**src/rtl/trigger_judge_pkg.sv**
```systemverilog
// Shared definitions for the trigger judge: FSM encoding, lane geometry and
// the threshold arithmetic used to turn a percentage into a sample level.
package trigger_judge_pkg;

    localparam int LANE_W = 16;

    typedef enum logic [1:0] {
        ST_IDLE    = 2'd0,
        ST_ACQUIRE = 2'd1,
        ST_REARM   = 2'd2
    } state_t;

    // Percentage of positive full scale, truncated toward zero.
    function automatic int calc_threshold(input int pct, input int res_w);
        return (pct * (1 << (res_w - 1))) / 100;
    endfunction

endpackage

```
**src/rtl/sample_comparator.sv**
```systemverilog
// Flags a beat as hot when any lane's MSB-aligned signed sample exceeds the
// threshold. Purely combinational; the caller registers whatever it derives.
module sample_comparator
    import trigger_judge_pkg::*;
#(
    parameter int S_AXIS_TDATA_WIDTH   = 128,
    parameter int ADC_RESOLUTION_WIDTH = 12,
    parameter int THRESHOLD_VAL        = 204
) (
    input  logic [S_AXIS_TDATA_WIDTH-1:0] tdata,
    output logic                          hot
);

    localparam int LANES = S_AXIS_TDATA_WIDTH / LANE_W;
    // One extra bit so a 100 % threshold (2^(N-1)) still fits as a positive value.
    localparam int CMP_W = ADC_RESOLUTION_WIDTH + 1;
    localparam logic signed [CMP_W-1:0] THR = CMP_W'(THRESHOLD_VAL);

    logic signed [CMP_W-1:0] sample;

    // Sub-resolution LSBs of each lane carry no sample information.
    wire unused_lsbs = ^tdata;

    // Sign-extend each lane's sample and OR together the strict-greater compares.
    always_comb begin
        hot    = 1'b0;
        sample = '0;
        for (int i = 0; i < LANES; i++) begin
            sample = {tdata[i*LANE_W + LANE_W - 1],
                      tdata[i*LANE_W + LANE_W - ADC_RESOLUTION_WIDTH +: ADC_RESOLUTION_WIDTH]};
            if (sample > THR) begin
                hot = 1'b1;
            end
        end
    end

endmodule

```
**src/rtl/trigger_judge.sv**
```systemverilog
// Watches an ADC stream and opens a fixed-length acquisition window on the
// first beat whose sample crosses the threshold, with rearm hysteresis.
//
// state      | meaning
// -----------+--------------------------------------------------------------
// ST_IDLE    | armed, waiting for a hot beat (dropped if downstream is full)
// ST_ACQUIRE | window open, counting POST_ACQUI_LEN beats after the trigger
// ST_REARM   | window closed, waiting for one cold beat before rearming
module trigger_judge
    import trigger_judge_pkg::*;
#(
    parameter int THRESHOLD            = 10,
    parameter int POST_ACQUI_LEN       = 38,
    parameter int TIME_STAMP_WIDTH     = 16,
    parameter int ADC_RESOLUTION_WIDTH = 12,
    parameter int S_AXIS_TDATA_WIDTH   = 128,
    parameter int CNT_WIDTH            = 16
) (
    input  logic                          AXIS_ACLK,
    input  logic                          AXIS_ARESET,
    input  logic [S_AXIS_TDATA_WIDTH-1:0] S_AXIS_TDATA,
    input  logic                          S_AXIS_TVALID,
    input  logic                          S_AXIS_TREADY,
    input  logic                          FIFO_FULL,
    output logic                          TRIGGERD_FLAG,
    output logic [TIME_STAMP_WIDTH-1:0]   TIME_STAMP,
    output logic [CNT_WIDTH-1:0]          TRIG_CNT,
    output logic [CNT_WIDTH-1:0]          LOST_TRIG_CNT
);

    localparam int THRESHOLD_VAL = calc_threshold(THRESHOLD, ADC_RESOLUTION_WIDTH);
    localparam int WIN_W = (POST_ACQUI_LEN > 2) ? $clog2(POST_ACQUI_LEN) : 1;
    localparam logic [WIN_W-1:0] WIN_LAST = WIN_W'(POST_ACQUI_LEN - 1);

    state_t                        state, state_nxt;
    logic [TIME_STAMP_WIDTH-1:0]   beat_cnt, beat_cnt_nxt, ts_nxt;
    logic [WIN_W-1:0]              win_cnt, win_cnt_nxt;
    logic [CNT_WIDTH-1:0]          trig_nxt, lost_nxt;
    logic                          flag_nxt;
    logic                          hot;
    logic                          beat;

    assign beat = S_AXIS_TVALID & S_AXIS_TREADY;

    sample_comparator #(
        .S_AXIS_TDATA_WIDTH   (S_AXIS_TDATA_WIDTH),
        .ADC_RESOLUTION_WIDTH (ADC_RESOLUTION_WIDTH),
        .THRESHOLD_VAL        (THRESHOLD_VAL)
    ) u_sample_comparator (
        .tdata (S_AXIS_TDATA),
        .hot   (hot)
    );

    // Next-state and next-output decisions; nothing moves on a cycle without a beat.
    always_comb begin
        state_nxt    = state;
        beat_cnt_nxt = beat_cnt;
        win_cnt_nxt  = win_cnt;
        ts_nxt       = TIME_STAMP;
        trig_nxt     = TRIG_CNT;
        lost_nxt     = LOST_TRIG_CNT;

        if (beat) begin
            beat_cnt_nxt = beat_cnt + TIME_STAMP_WIDTH'(1);
            case (state)
                ST_IDLE: begin
                    if (hot) begin
                        if (FIFO_FULL) begin
                            if (LOST_TRIG_CNT != '1) lost_nxt = LOST_TRIG_CNT + CNT_WIDTH'(1);
                        end else begin
                            state_nxt   = ST_ACQUIRE;
                            ts_nxt      = beat_cnt;
                            win_cnt_nxt = '0;
                            if (TRIG_CNT != '1) trig_nxt = TRIG_CNT + CNT_WIDTH'(1);
                        end
                    end
                end
                ST_ACQUIRE: begin
                    // The window closes on the POST_ACQUI_LEN-th beat after the trigger.
                    if (win_cnt == WIN_LAST) begin
                        state_nxt   = ST_REARM;
                        win_cnt_nxt = '0;
                    end else begin
                        win_cnt_nxt = win_cnt + WIN_W'(1);
                    end
                end
                ST_REARM: begin
                    if (!hot) state_nxt = ST_IDLE;
                end
                default: state_nxt = ST_IDLE;
            endcase
        end

        flag_nxt = (state_nxt == ST_ACQUIRE);
    end

    // State, counters and all outputs registered; reset wins over any beat.
    always_ff @(posedge AXIS_ACLK) begin
        if (AXIS_ARESET) begin
            state         <= ST_IDLE;
            beat_cnt      <= '0;
            win_cnt       <= '0;
            TRIGGERD_FLAG <= 1'b0;
            TIME_STAMP    <= '0;
            TRIG_CNT      <= '0;
            LOST_TRIG_CNT <= '0;
        end else begin
            state         <= state_nxt;
            beat_cnt      <= beat_cnt_nxt;
            win_cnt       <= win_cnt_nxt;
            TRIGGERD_FLAG <= flag_nxt;
            TIME_STAMP    <= ts_nxt;
            TRIG_CNT      <= trig_nxt;
            LOST_TRIG_CNT <= lost_nxt;
        end
    end

endmodule

```
**config.mk**
```make
export PLATFORM = sky130hd
export DESIGN_NAME = trigger_judge
export DESIGN_NICKNAME = d
export VERILOG_FILES = /design/src/rtl/trigger_judge_pkg.sv /design/src/rtl/sample_comparator.sv /design/src/rtl/trigger_judge.sv
export SDC_FILE = /design/constraint.sdc
export NUM_CORES = 1
export LEC_CHECK = 0
export CAP_MARGIN = 15
export CORE_ASPECT_RATIO = 0.75
export CORE_MARGIN = 3
export CORE_UTILIZATION = 44
export DETAILED_ROUTE_END_ITERATION = 16
export GPL_ROUTABILITY_DRIVEN = 0
export PLACE_DENSITY = 0.89
export SYNTH_ARGS = -nofsm -noshare
export SYNTH_HDL_FRONTEND = slang
export SYNTH_HIERARCHICAL = 1
export SYNTH_SLANG_ARGS = --single-unit
```
**constraint.sdc**
```tcl
create_clock -name AXIS_ACLK -period 5.5 [get_ports AXIS_ACLK]
set_input_delay 1.65 -clock AXIS_ACLK [delete_from_list [all_inputs] [get_ports AXIS_ACLK]]
set_output_delay 1.65 -clock AXIS_ACLK [all_outputs]
set_load 0.02 [all_outputs]
```
==> flow_metrics.py <==
metrics = {
    "cts": {
        "cts_resized": 0,
        "post_cts_buffers": 0,
        "clkTransAtPathRegs_ps": 60,
        "cts_tree": "yes",
        "cts_buffer_depth": 2,
        "numClockSinks": 73,
        "h-tree-depth": 3,
        "clk_latency_ps": 340,
        "cts_root_buf": "clkbuf_16",
        "cts_buffers": 9,
        "postCtsHoldBufs": 0,
    },
    "route": {
        "vias_per_cell": 5.80,
        "vias": 4053,
        "drc": 0,
        "route.detailed.wl_per_inst_um": 16.4,
        "drt_iter0_drc": 293,
        "ant_nets": 0,
        "wirelength_um": 11500,
        "drtPass1Iterations": 5,
    },
    "flow_run": {
        "cap_violations": 0,
    },
    "timing": {
        "post-route-min-period_ps": 4270,
        "worst_pin_slew_ps": 767,
        "setup_viol": 0,
        "final_max_slew_viol_count": 0,
        "hold_violations": 0,
        "finalCritPeriodShare_pct": 77.6,
        "fmaxAchievable_mhz": 234,
        "fin_tns_setup_ps": 0,
        "clock_skew_ps": 9.09,
        "rsz0062_at_grt": "false",
        "relSlewSlack_pct": 48.5,
    },
    "worst_setup_path": {
        "r2r-end": "TRIG_CNT[10]",
        "reg2reg_slack_ps": 3360,
        "rr_worst_depth": 4,
        "crit_end": "TRIG_CNT[10]",
        "required_ps": 5720,
        "criticalPathCategory": "input port to flip-flop",
        "cp-end-kind": "flip-flop",
        "regToRegStartpoint": "state[1]",
        "cp.arrival_ps": 4490,
        "crit_path_start": "S_AXIS_TDATA[21]",
        "cp_max_fo": 34,
        "start_kind": "input port",
    },
    "outcome": {
        "status": "completed",
    },
    "logic_synthesis": {
        "synth-edff-count": 0,
        "synthArstFlopShare_pct": 0,
        "syn-mean-instance-area_um2": 8.41,
        "yosys.area.top_type": "dfxtp_1",
        "synth_ff_type": "dfxtp_1",
        "yosys_register_bits": 73,
        "synth_cell_types": 50,
        "synth_nets": 583,
        "synth_top_area_share_pct": 39.1,
        "syn_inst": 445,
        "ys_seq_area_share_pct": 39.1,
        "synth_area_leaders": "dfxtp_1, a21oi_1, nand2_1",
        "synth_most_common_cell": "dfxtp_1",
        "syn-cell-area_um2": 3740,
        "ys_warn_count": 6,
        "synth_common_cells": "dfxtp_1, nand2_1, a21oi_1",
    },
    "global_routing": {
        "grt-ovfl-total": 0,
        "grt_max_degree": 67,
        "antenna_found_initial": 0,
        "grt_pass1_vias": 3892,
        "grt_pass1_wl_um": 18600,
        "grt_usage_pct": 23.4,
    },
    "pwr": {
        "internal_power_mw": 1.00,
        "seqPwrFrac_pct": 41.9,
        "power_frac_comb_pct": 9.8,
        "switchingPower_mw": 0.278,
        "ir_worst_vdd_uv": 172,
        "powerDensity_nw_per_um2": 229,
        "p_leak_nw": 1.81,
        "swShare_pct": 21.7,
        "p_total_mw": 1.28,
        "power_frac_clock_pct": 48.3,
    },
    "place": {
        "dp_hpwl_um": 8500,
        "place_area_um2": 5290,
        "place_inst": 684,
        "portBuffers": 149,
    },
    "final_layout": {
        "final_nets": 728,
        "insertedDiodeCount": 0,
        "syn_to_final_growth_pct": 49.6,
        "drive_gt1_share_pct": 5.72,
        "fin_cells": 699,
        "finalInstanceArea_um2": 5600,
    },
    "floorplan": {
        "core-area_um2": 8060,
        "rows": 28,
        "start_util_pct": 46.4,
        "die_area_um2": 9660,
        "num_io_pins": 182,
        "die_w_um": 112,
        "die_h_um": 85.9,
    },
    "min_path": {
        "hp-class": "flip-flop to flip-flop",
    },
}
-- registers in the layout (all words and copies together), names as in the netlist --
name,cells
LOST_TRIG_CNT,16
TIME_STAMP,16
TRIG_CNT,16
beat_cnt,16
win_cnt,6
state,2
TRIGGERD_FLAG,1
-- power groups by stage --
stage                     sequential, mW  combinational, mW  clock (mW)
after global placement             0.548              0.122           0
after global routing               0.538              0.135       0.646
after floorplan                    0.549             0.0375           0
after CTS                          0.537              0.126       0.625
final                              0.537              0.126       0.620
after detailed placement           0.549              0.125           0
-- worst max-delay path: stages --
cell and delay (ps):
clkdlybuf4s50_1 480, o211ai_1 90, a211oi_1 360, nor4_1 140
nand3_1 160, nor3b_4 350, nand2_2 450, nor4_1 430
mux2_2 370
-- cells by family after synthesis --
logic type,synth area share (%)
DFF,39.1
xor gates and xnor gates,3.04
AOI/OAI and AO/OA,20.8
muxes,0.569
adders and majority gates,1.67
and+or+nand+nor,31.8
buffers and inverters,3.04
-- worst min path at each step --
stage	start	cells past startpoint	to	slack, ps
2_1_floorplan	beat_cnt[15]	2	TIME_STAMP[15]	440
3_3_place_gp	TIME_STAMP[0]	2	TIME_STAMP[0]	450
3_5_place_dp	TIME_STAMP[15]	2	TIME_STAMP[15]	450
4_1_cts	TIME_STAMP[15]	2	TIME_STAMP[15]	460
5_1_grt	TIME_STAMP[3]	2	TIME_STAMP[3]	480
6_report	TIME_STAMP[15]	2	TIME_STAMP[15]	450
-- metal layers --
metal  part of all wire [%]  routed length [um]  global-route usage [%]
met1                     44                5010                    29.8
met4                   0.62                  71                    4.26
met3                    4.8                 555                    4.58
met2                     51                5820                    41.8
met5                      0                   0                       0
-- cell type report --
type | instances | area, um2
fill | 620 | 2460
multi-input combinational | 348 | 2170
timing repair buffer | 151 | 1500
sequential | 73 | 1460
clock buffer | 10 | 229
tap | 105 | 131
clock inverter | 5 | 81.3
inverter | 7 | 26.3
-- placed cells by master (no fill, tap or decap), types with 6 or more instances in the layout --
cell type	n
dfxtp_1	73
nand4_1	14
or3_1	7
nand3_1	20
xor2_1	13
inv_1	7
clkdlybuf4s50_1	148
o31ai_1	25
nor2_1	25
a211oi_1	9
nand2_1	61
clkbuf_16	9
a21oi_1	54
o21ai_0	13
o211ai_1	10
nor3_1	9
or4_1	24
and3_1	6
and4_1	9
-- stage by stage --
step | setup slack (ps) | hold slack [ps] | util [%]
2_1_floorplan | 2200 | 440 | -
3_3_place_gp | 941 | 445 | 65.6
3_5_place_dp | 875 | 451 | 65.6
4_1_cts | 1230 | 459 | 69.5
5_1_grt | 1050 | 483 | 69.5
6_report | 1230 | 454 | 69.5
Power figures use the tool's default switching activity.
